`config.mk`:
```
export PLATFORM = sky130hd
export DESIGN_NAME = id_ex_stage_flat
export DESIGN_NICKNAME = d
export VERILOG_FILES = /design/src/rtl/id_ex_stage_if.sv /design/src/rtl/id_ex_stage.sv /design/src/flat_wrapper.sv
export SDC_FILE = /design/constraint.sdc
export NUM_CORES = 1
export LEC_CHECK = 0
export BUFFER_PORTS_ARGS = -buffer_cell sky130_fd_sc_hd__buf_4
export CAP_MARGIN = 20
export CELL_PAD_IN_SITES_DETAIL_PLACEMENT = 0
export CELL_PAD_IN_SITES_GLOBAL_PLACEMENT = 1
export CORE_ASPECT_RATIO = 1.2
export CORE_MARGIN = 2
export CORE_UTILIZATION = 38
export CTS_CLUSTER_DIAMETER = 60
export CTS_CLUSTER_SIZE = 40
export DETAILED_ROUTE_END_ITERATION = 6
export PLACE_DENSITY = 0.94
export SLEW_MARGIN = 10
export SYNTH_ARGS = -nofsm -noshare
export SYNTH_HDL_FRONTEND = slang
export SYNTH_SLANG_ARGS = --single-unit
```
`constraint.sdc`:
```
create_clock -name clk -period 9.1 [get_ports clk]
set_clock_uncertainty 0.1 [all_clocks]
set_input_delay 0 -clock clk [delete_from_list [all_inputs] [get_ports clk]]
set_output_delay 0 -clock clk [all_outputs]
set_load 0.03 [all_outputs]
```
`src/rtl/id_ex_stage_if.sv`:
```
// Signal bundle between the decode stage, the ID/EX register and the ALU/hazard logic.
// The master side drives ID/MEM/WB inputs; the slave side is the ID/EX stage itself.
interface id_ex_stage_if #(
    parameter int WIDTH = 32,
    parameter int RBITS = 5
);
    logic             stall;
    logic             flush;

    logic             d_valid;
    logic [WIDTH-1:0] d_rd1;
    logic [WIDTH-1:0] d_rd2;
    logic [WIDTH-1:0] d_signimm;
    logic [RBITS-1:0] d_rs;
    logic [RBITS-1:0] d_rt;
    logic [RBITS-1:0] d_rd;
    logic [2:0]       d_alucontrol;
    logic             d_alusrc;
    logic             d_regdst;
    logic             d_regwrite;
    logic             d_memtoreg;
    logic             d_memwrite;

    logic             m_regwrite;
    logic [RBITS-1:0] m_writereg;
    logic [WIDTH-1:0] m_aluout;
    logic             w_regwrite;
    logic [RBITS-1:0] w_writereg;
    logic [WIDTH-1:0] w_result;

    logic             e_valid;
    logic [WIDTH-1:0] e_srca;
    logic [WIDTH-1:0] e_srcb;
    logic [2:0]       e_alucontrol;
    logic [WIDTH-1:0] e_writedata;
    logic [RBITS-1:0] e_writereg;
    logic [RBITS-1:0] e_rs;
    logic [RBITS-1:0] e_rt;
    logic             e_regwrite;
    logic             e_memtoreg;
    logic             e_memwrite;

    modport master (
        output stall, flush,
        output d_valid, d_rd1, d_rd2, d_signimm, d_rs, d_rt, d_rd,
        output d_alucontrol, d_alusrc, d_regdst, d_regwrite, d_memtoreg, d_memwrite,
        output m_regwrite, m_writereg, m_aluout, w_regwrite, w_writereg, w_result,
        input  e_valid, e_srca, e_srcb, e_alucontrol, e_writedata, e_writereg,
        input  e_rs, e_rt, e_regwrite, e_memtoreg, e_memwrite
    );

    modport slave (
        input  stall, flush,
        input  d_valid, d_rd1, d_rd2, d_signimm, d_rs, d_rt, d_rd,
        input  d_alucontrol, d_alusrc, d_regdst, d_regwrite, d_memtoreg, d_memwrite,
        input  m_regwrite, m_writereg, m_aluout, w_regwrite, w_writereg, w_result,
        output e_valid, e_srca, e_srcb, e_alucontrol, e_writedata, e_writereg,
        output e_rs, e_rt, e_regwrite, e_memtoreg, e_memwrite
    );
endinterface

```
`src/rtl/id_ex_stage.sv`:
```
// ID/EX pipeline register with MEM/WB operand forwarding into the ALU.
// Stall holds the stage but keeps refreshing the operand registers with forwarded values.
module id_ex_stage #(
    parameter int WIDTH = 32,
    parameter int RBITS = 5
) (
    input  logic          clk,
    input  logic          reset,
    id_ex_stage_if.slave  io
);

    logic             valid_q,    valid_d;
    logic [WIDTH-1:0] rd1_q,      rd1_d;
    logic [WIDTH-1:0] rd2_q,      rd2_d;
    logic [WIDTH-1:0] signimm_q,  signimm_d;
    logic [RBITS-1:0] rs_q,       rs_d;
    logic [RBITS-1:0] rt_q,       rt_d;
    logic [RBITS-1:0] writereg_q, writereg_d;
    logic [2:0]       alucontrol_q, alucontrol_d;
    logic             alusrc_q,   alusrc_d;
    logic             regwrite_q, regwrite_d;
    logic             memtoreg_q, memtoreg_d;
    logic             memwrite_q, memwrite_d;

    logic [WIDTH-1:0] fwd_a;
    logic [WIDTH-1:0] fwd_b;

    // MEM result is younger than WB, so it wins; register 0 is never bypassed.
    function automatic logic [WIDTH-1:0] bypass(
        input logic [RBITS-1:0] src,
        input logic [WIDTH-1:0] regval,
        input logic             m_we,
        input logic [RBITS-1:0] m_dst,
        input logic [WIDTH-1:0] m_val,
        input logic             w_we,
        input logic [RBITS-1:0] w_dst,
        input logic [WIDTH-1:0] w_val
    );
        logic [WIDTH-1:0] res;
        res = regval;
        if (src != '0 && m_we && m_dst == src)
            res = m_val;
        else if (src != '0 && w_we && w_dst == src)
            res = w_val;
        return res;
    endfunction

    always_comb begin
        fwd_a = bypass(rs_q, rd1_q, io.m_regwrite, io.m_writereg, io.m_aluout,
                       io.w_regwrite, io.w_writereg, io.w_result);
        fwd_b = bypass(rt_q, rd2_q, io.m_regwrite, io.m_writereg, io.m_aluout,
                       io.w_regwrite, io.w_writereg, io.w_result);
    end

    always_comb begin
        valid_d      = valid_q;
        rd1_d        = rd1_q;
        rd2_d        = rd2_q;
        signimm_d    = signimm_q;
        rs_d         = rs_q;
        rt_d         = rt_q;
        writereg_d   = writereg_q;
        alucontrol_d = alucontrol_q;
        alusrc_d     = alusrc_q;
        regwrite_d   = regwrite_q;
        memtoreg_d   = memtoreg_q;
        memwrite_d   = memwrite_q;

        if (io.flush || (!io.stall && !io.d_valid)) begin
            valid_d      = 1'b0;
            rd1_d        = '0;
            rd2_d        = '0;
            signimm_d    = '0;
            rs_d         = '0;
            rt_d         = '0;
            writereg_d   = '0;
            alucontrol_d = '0;
            alusrc_d     = 1'b0;
            regwrite_d   = 1'b0;
            memtoreg_d   = 1'b0;
            memwrite_d   = 1'b0;
        end else if (io.stall) begin
            // Capture the bypassed value so it outlives the producer retiring.
            rd1_d = fwd_a;
            rd2_d = fwd_b;
        end else begin
            valid_d      = 1'b1;
            rd1_d        = io.d_rd1;
            rd2_d        = io.d_rd2;
            signimm_d    = io.d_signimm;
            rs_d         = io.d_rs;
            rt_d         = io.d_rt;
            writereg_d   = io.d_regdst ? io.d_rd : io.d_rt;
            alucontrol_d = io.d_alucontrol;
            alusrc_d     = io.d_alusrc;
            regwrite_d   = io.d_regwrite;
            memtoreg_d   = io.d_memtoreg;
            memwrite_d   = io.d_memwrite;
        end
    end

    always_ff @(posedge clk or posedge reset) begin
        if (reset) begin
            valid_q      <= 1'b0;
            rd1_q        <= '0;
            rd2_q        <= '0;
            signimm_q    <= '0;
            rs_q         <= '0;
            rt_q         <= '0;
            writereg_q   <= '0;
            alucontrol_q <= '0;
            alusrc_q     <= 1'b0;
            regwrite_q   <= 1'b0;
            memtoreg_q   <= 1'b0;
            memwrite_q   <= 1'b0;
        end else begin
            valid_q      <= valid_d;
            rd1_q        <= rd1_d;
            rd2_q        <= rd2_d;
            signimm_q    <= signimm_d;
            rs_q         <= rs_d;
            rt_q         <= rt_d;
            writereg_q   <= writereg_d;
            alucontrol_q <= alucontrol_d;
            alusrc_q     <= alusrc_d;
            regwrite_q   <= regwrite_d;
            memtoreg_q   <= memtoreg_d;
            memwrite_q   <= memwrite_d;
        end
    end

    assign io.e_valid      = valid_q;
    assign io.e_srca       = fwd_a;
    assign io.e_writedata  = fwd_b;
    assign io.e_srcb       = alusrc_q ? signimm_q : fwd_b;
    assign io.e_alucontrol = alucontrol_q;
    assign io.e_writereg   = writereg_q;
    assign io.e_rs         = rs_q;
    assign io.e_rt         = rt_q;
    assign io.e_regwrite   = valid_q & regwrite_q;
    assign io.e_memtoreg   = valid_q & memtoreg_q;
    assign io.e_memwrite   = valid_q & memwrite_q;

endmodule
```
`src/flat_wrapper.sv`:
```
// flat-port wrapper written by rule: the top's interface ports become plain ports
module id_ex_stage_flat 
#(
    parameter int WIDTH = 32,
    parameter int RBITS = 5
)
  (clk, reset, io_stall, io_flush, io_d_valid, io_d_rd1, io_d_rd2, io_d_signimm, io_d_rs, io_d_rt, io_d_rd, io_d_alucontrol, io_d_alusrc, io_d_regdst, io_d_regwrite, io_d_memtoreg, io_d_memwrite, io_m_regwrite, io_m_writereg, io_m_aluout, io_w_regwrite, io_w_writereg, io_w_result, io_e_valid, io_e_srca, io_e_srcb, io_e_alucontrol, io_e_writedata, io_e_writereg, io_e_rs, io_e_rt, io_e_regwrite, io_e_memtoreg, io_e_memwrite);
  id_ex_stage_if #(.WIDTH(WIDTH), .RBITS(RBITS)) io_i ();
  input  logic clk;
  input  logic reset;
  input wire logic [$bits(io_i.stall)-1:0] io_stall;
  input wire logic [$bits(io_i.flush)-1:0] io_flush;
  input wire logic [$bits(io_i.d_valid)-1:0] io_d_valid;
  input wire logic [$bits(io_i.d_rd1)-1:0] io_d_rd1;
  input wire logic [$bits(io_i.d_rd2)-1:0] io_d_rd2;
  input wire logic [$bits(io_i.d_signimm)-1:0] io_d_signimm;
  input wire logic [$bits(io_i.d_rs)-1:0] io_d_rs;
  input wire logic [$bits(io_i.d_rt)-1:0] io_d_rt;
  input wire logic [$bits(io_i.d_rd)-1:0] io_d_rd;
  input wire logic [$bits(io_i.d_alucontrol)-1:0] io_d_alucontrol;
  input wire logic [$bits(io_i.d_alusrc)-1:0] io_d_alusrc;
  input wire logic [$bits(io_i.d_regdst)-1:0] io_d_regdst;
  input wire logic [$bits(io_i.d_regwrite)-1:0] io_d_regwrite;
  input wire logic [$bits(io_i.d_memtoreg)-1:0] io_d_memtoreg;
  input wire logic [$bits(io_i.d_memwrite)-1:0] io_d_memwrite;
  input wire logic [$bits(io_i.m_regwrite)-1:0] io_m_regwrite;
  input wire logic [$bits(io_i.m_writereg)-1:0] io_m_writereg;
  input wire logic [$bits(io_i.m_aluout)-1:0] io_m_aluout;
  input wire logic [$bits(io_i.w_regwrite)-1:0] io_w_regwrite;
  input wire logic [$bits(io_i.w_writereg)-1:0] io_w_writereg;
  input wire logic [$bits(io_i.w_result)-1:0] io_w_result;
  output wire logic [$bits(io_i.e_valid)-1:0] io_e_valid;
  output wire logic [$bits(io_i.e_srca)-1:0] io_e_srca;
  output wire logic [$bits(io_i.e_srcb)-1:0] io_e_srcb;
  output wire logic [$bits(io_i.e_alucontrol)-1:0] io_e_alucontrol;
  output wire logic [$bits(io_i.e_writedata)-1:0] io_e_writedata;
  output wire logic [$bits(io_i.e_writereg)-1:0] io_e_writereg;
  output wire logic [$bits(io_i.e_rs)-1:0] io_e_rs;
  output wire logic [$bits(io_i.e_rt)-1:0] io_e_rt;
  output wire logic [$bits(io_i.e_regwrite)-1:0] io_e_regwrite;
  output wire logic [$bits(io_i.e_memtoreg)-1:0] io_e_memtoreg;
  output wire logic [$bits(io_i.e_memwrite)-1:0] io_e_memwrite;
  assign io_i.stall = io_stall;
  assign io_i.flush = io_flush;
  assign io_i.d_valid = io_d_valid;
  assign io_i.d_rd1 = io_d_rd1;
  assign io_i.d_rd2 = io_d_rd2;
  assign io_i.d_signimm = io_d_signimm;
  assign io_i.d_rs = io_d_rs;
  assign io_i.d_rt = io_d_rt;
  assign io_i.d_rd = io_d_rd;
  assign io_i.d_alucontrol = io_d_alucontrol;
  assign io_i.d_alusrc = io_d_alusrc;
  assign io_i.d_regdst = io_d_regdst;
  assign io_i.d_regwrite = io_d_regwrite;
  assign io_i.d_memtoreg = io_d_memtoreg;
  assign io_i.d_memwrite = io_d_memwrite;
  assign io_i.m_regwrite = io_m_regwrite;
  assign io_i.m_writereg = io_m_writereg;
  assign io_i.m_aluout = io_m_aluout;
  assign io_i.w_regwrite = io_w_regwrite;
  assign io_i.w_writereg = io_w_writereg;
  assign io_i.w_result = io_w_result;
  assign io_e_valid = io_i.e_valid;
  assign io_e_srca = io_i.e_srca;
  assign io_e_srcb = io_i.e_srcb;
  assign io_e_alucontrol = io_i.e_alucontrol;
  assign io_e_writedata = io_i.e_writedata;
  assign io_e_writereg = io_i.e_writereg;
  assign io_e_rs = io_i.e_rs;
  assign io_e_rt = io_i.e_rt;
  assign io_e_regwrite = io_i.e_regwrite;
  assign io_e_memtoreg = io_i.e_memtoreg;
  assign io_e_memwrite = io_i.e_memwrite;
  id_ex_stage #(.WIDTH(WIDTH), .RBITS(RBITS)) u_core (.clk(clk), .reset(reset), .io(io_i));
endmodule
```
==> reports/qor.yml, run 1 <==
cts_setup_buffers: 0
routabilityCongestion: 0.853
cts_max_level: 4
cts_sinks: 119
synth_fp_nets: 918
synth_area_per_cell_um2: 9.86
syn-cell-area_um2: 7080
die_height_um: 154
stop_error: "[ERROR RSZ-0060] Max buffer count reached."
dp_hpwl_mm: 16.9
initial_core_util_pct: 38.8
ys_ff_latch: 119
synthCells: 718
status: "did not finish"
clk_root_buffer_cell: "clkbuf_16"
yosysWarnings: 0
io_buffers: 317
post_cts_resized: 0
rows: 54
clk_path_buf_depth: 2
ios: 318
yosysSeqAreaShare_pct: 42.0
numCtsBuffers: 17
ys_types: 36
stop_stage: "clock tree synthesis"
place_area_um2: 9530
hold_buffers: 248
fp.dieW_um: 129
[metrics by stage]
step | util, % | worst slack [ns] | instances
detailed placement | 52.3 | 5.72 | 1199
global placement | 52.1 | 5.53 | 1198
floorplan | - | 5.84 | 718
[Yosys cell counts (all sizes together)]
cell	instances	area (um2)
a21oi	68	348
a221oi	32	468
a22o	54	473
a32oi	64	561
and2	6	37.5
buf	28	196
clkbuf	43	161
dfrtp	119	2980
inv	33	124
mux2	5	56.3
mux2i	64	641
nand2	6	22.5
nand2b	1	6.26
nand3	1	5.00
nand4	1	6.26
nand4b	1	23.8
nor2	70	265
nor2b	1	6.26
nor3	34	175
nor4	1	21.3
o211ai	1	7.51
o21ai	64	320
or2	1	6.26
or3	1	6.26
or4	2	18.8
xnor2	13	114
xor2	4	35.0
[kinds of logic after synthesis]
family	after synthesis	share of synthesized area, %
compound gates	283	30.7
xor+xnor	17	2.10
buf+inv	104	6.80
flops	119	42.0
mux	69	9.84
simple gates	126	8.48
==> inputs of run 2 (changes only) <==
Settings changed: CELL_PAD_IN_SITES_DETAIL_PLACEMENT 0 to not set, CELL_PAD_IN_SITES_GLOBAL_PLACEMENT 1 to not set, CORE_ASPECT_RATIO 1.2 to not set, CORE_UTILIZATION 38 to 30, CTS_CLUSTER_DIAMETER 60 to not set, CTS_CLUSTER_SIZE 40 to not set, PLACE_DENSITY 0.94 to not set, PLACE_DENSITY_LB_ADDON set to 0.15.
==> run 2 against run 1 <==
The run now ends clean. Synthesized cell count unchanged. Area after synthesis unchanged.
==> reports/qor.yml, run 2 <==
r2r_setup_slack_ns: 5.39
synth_area_per_cell_um2: 9.86  # unchanged
yosysSeqAreaShare_pct: 42.0  # unchanged
r2r_cells: 8
routabilityCongestion: 0.797  # was 0.853
synth_fp_nets: 918  # unchanged
cp_top_family: "buffers and inverters"
final_common_cell: "buf_4"
setup_tns_ns: 0
grt_use_total_pct: 23.4
antenna_cells: 0
hold_viol: 0
endpoint: "u_core.rd1_q[16]"
maxSlewHeadroom_pct: 33.4
p_leak_nw: 5.93
die_height_um: 158  # was 154 um
yosysMostFrequentCell: "dfrtp_1"  # unchanged
drc_errors: 0
drt-total-wl_mm: 29.5
clk_path_buf_depth: 2  # unchanged
r2r_end: "u_core.rd1_q[16]"
die_area_um2: 24900
cp_data_required_time_ns: 9.35
grt_start_max_net_pins: 97
finalSetupViolations: 0
synth_top_area_share_pct: 42.0  # unchanged
synthTopCellsByArea: "dfrtp_1 (42%), mux2i_1 (9.0%), a32oi_1 (7.9%)"  # unchanged
final_antenna_net_count: 0
place_area_um2: 9670  # was 9530 um2
power_w: 0.00167
nets: 1451
design_area_um2: 12800
worstSkewPairLatency_ns: 0.42
post_drt_via_cell_ratio: 5.14
clk_root_buffer_cell: "clkbuf_16"  # unchanged
path_cells: "or4_1, o211ai_1, or2_2, buf_4, nand2_1, buf_4, o21ai_0, dlygate4sd3_1"
cts_sinks: 119  # unchanged
dp_cells: 1297  # was 1199
crit_path_max_fanout: 43
tightest_slew_ns: 0.996
reg_top3: "u_core.rd1_q x32, u_core.rd2_q x32, u_core.signimm_q x32"
async_flop_share_pct: 100  # unchanged
cts_max_level: 4  # unchanged
most-common-layout-cells: "buf_4 (330), dlygate4sd3_1 (254), dfrtp_1 (118)"
overflow: 0
cts_tree: "done"
synthTopCellsByCount: "dfrtp_1 (119), nor2_1 (69), a21oi_1 (66), a32oi_1 (64), mux2i_1 (64)"  # unchanged
ys_types: 36  # unchanged
ys.flop_type: "dfrtp_1"  # unchanged
numCtsBuffers: 17  # unchanged
rsz0062_at_grt: "false"
yosys.area.top_type: "dfrtp_1"  # unchanged
status: "finished clean"  # was did not finish
worst-path-stages: 8
syn_to_final_growth_pct: 81.2
dp_hpwl_mm: 18.3  # was 16.9 mm
grt_pass1_wl_mm: 45.0
maxCapViolCount: 0
clkTransAtPathRegs_ns: 0.06
ios: 318  # unchanged
power_density_nw_per_um2: 130
drive_gt1_share_pct: 32.6
drt-initial-drc-count: 433
yosysWarnings: 0  # unchanged
hold_buffers: 254  # was 248
r2r-start: "u_core.io.e_rs[0]"
cts_setup_buffers: 0  # unchanged
final_cells: 1583
dr.pass1.iters: 5
ys_ff_latch: 119  # unchanged
synthCells: 718  # unchanged
grt_pass1_vias: 8286
cp_common_cell: "buf_4"
fp.dieW_um: 158  # was 129 um
syn-cell-area_um2: 7080  # unchanged
fmax_mhz: 270
io_buffers: 317  # unchanged
cp.arrival_ns: 3.96
ir_worst_vdd_mv: 0.0753
rows: 56  # was 54
utilization_pct: 55.0
crit_buf_inv: 3
hp-class: "primary input to asynchronous set/reset pin"
max_stage_delay_ns: 0.57
vias: 8138
cpMaxStageDelayCell: "dlygate4sd3_1"
grt_antenna_before_repair: 0
min_period_ns: 3.71
synth_edf_count: 0  # unchanged
worst_setup_path_end_kind: "register"
initial_core_util_pct: 30.4  # was 38.8%
wl_per_cell_um: 18.6
cp-start-kind: "register"
maxSlewViolCount: 0
post_cts_resized: 0  # unchanged
cp-startpoint: "u_core.io.e_rs[0]"
min_period_over_period_pct: 40.7
critical_path_class: "register to register"
core_area_um2: 23300
-- run 2: cell counts after synthesis --
Identical to the previous run, type by type.
-- run 2: worst min-delay path by stage --
stage / depth (start not counted) / startpoint / to / slack [ns]
detailed placement: 2 / reset / u_core.signimm_q[3] / 0.07
global placement: 2 / reset / u_core.rd2_q[1] / 0.07
floorplan: 1 / io_flush / u_core.io.e_valid / -0.04
CTS: 3 / reset / u_core.rd2_q[2] / 0.17
global route: 3 / reset / u_core.signimm_q[3] / 0.23
finish: 3 / reset / u_core.rd2_q[2] / 0.16
-- run 2: cells by family (layout without fill, tap and decap cells) --
group           Yosys count  in the layout  synth area share, %
flops                   119            119                 42.0
mux                      69             69                 9.84
buf+inv                 104            650                 6.80
compound gates          283            283                 30.7
simple gates            126            126                 8.48
xor+xnor                 17             17                 2.10
-- run 2: cell type report --
cell class / instances / area, um2
timing repair buffer: 585 / 5050
clock inverter: 14 / 175
multi-input combinational: 495 / 3660
tap: 319 / 399
clock buffer: 18 / 439
inverter: 33 / 126
sequential: 119 / 2980
fill: 2125 / 10500
-- run 2: worst register-to-register path: cells and delay by family (launching register included) --
kind,cells,cell delay (ns)
DFF,1,0.44
AOI/OAI and AO/OA,2,0.55
and+or+nand+nor,3,1.16
buffers and inverters,3,1.38
-- run 2: per-stage QoR --
step                worst slack, ns  hold slack [ns]
floorplan                      5.84          -0.0369
global placement               6.09           0.0725
detailed placement             5.99           0.0724
CTS                            5.45            0.175
global route                   5.13            0.225
finish                         5.39            0.164
-- run 2: power breakdown --
group,leakage (nW),internal [W],switching (W)
combinational,4.02,0.000195,0.000201
sequential,1.62,0.000550,0.0000105
clock,0.281,0.000440,0.000273
-- run 2: metal layers --
metal  routed length (um)  track usage, %  up-vias
met3                 1820            5.39       37
li1                     -               -     3802
met1                12600            29.9     3983
met2                14600            39.8      316
met5                    0               0        -
met4                  502            6.28        0
No activity file was read; power rests on OpenSTA's default activity.
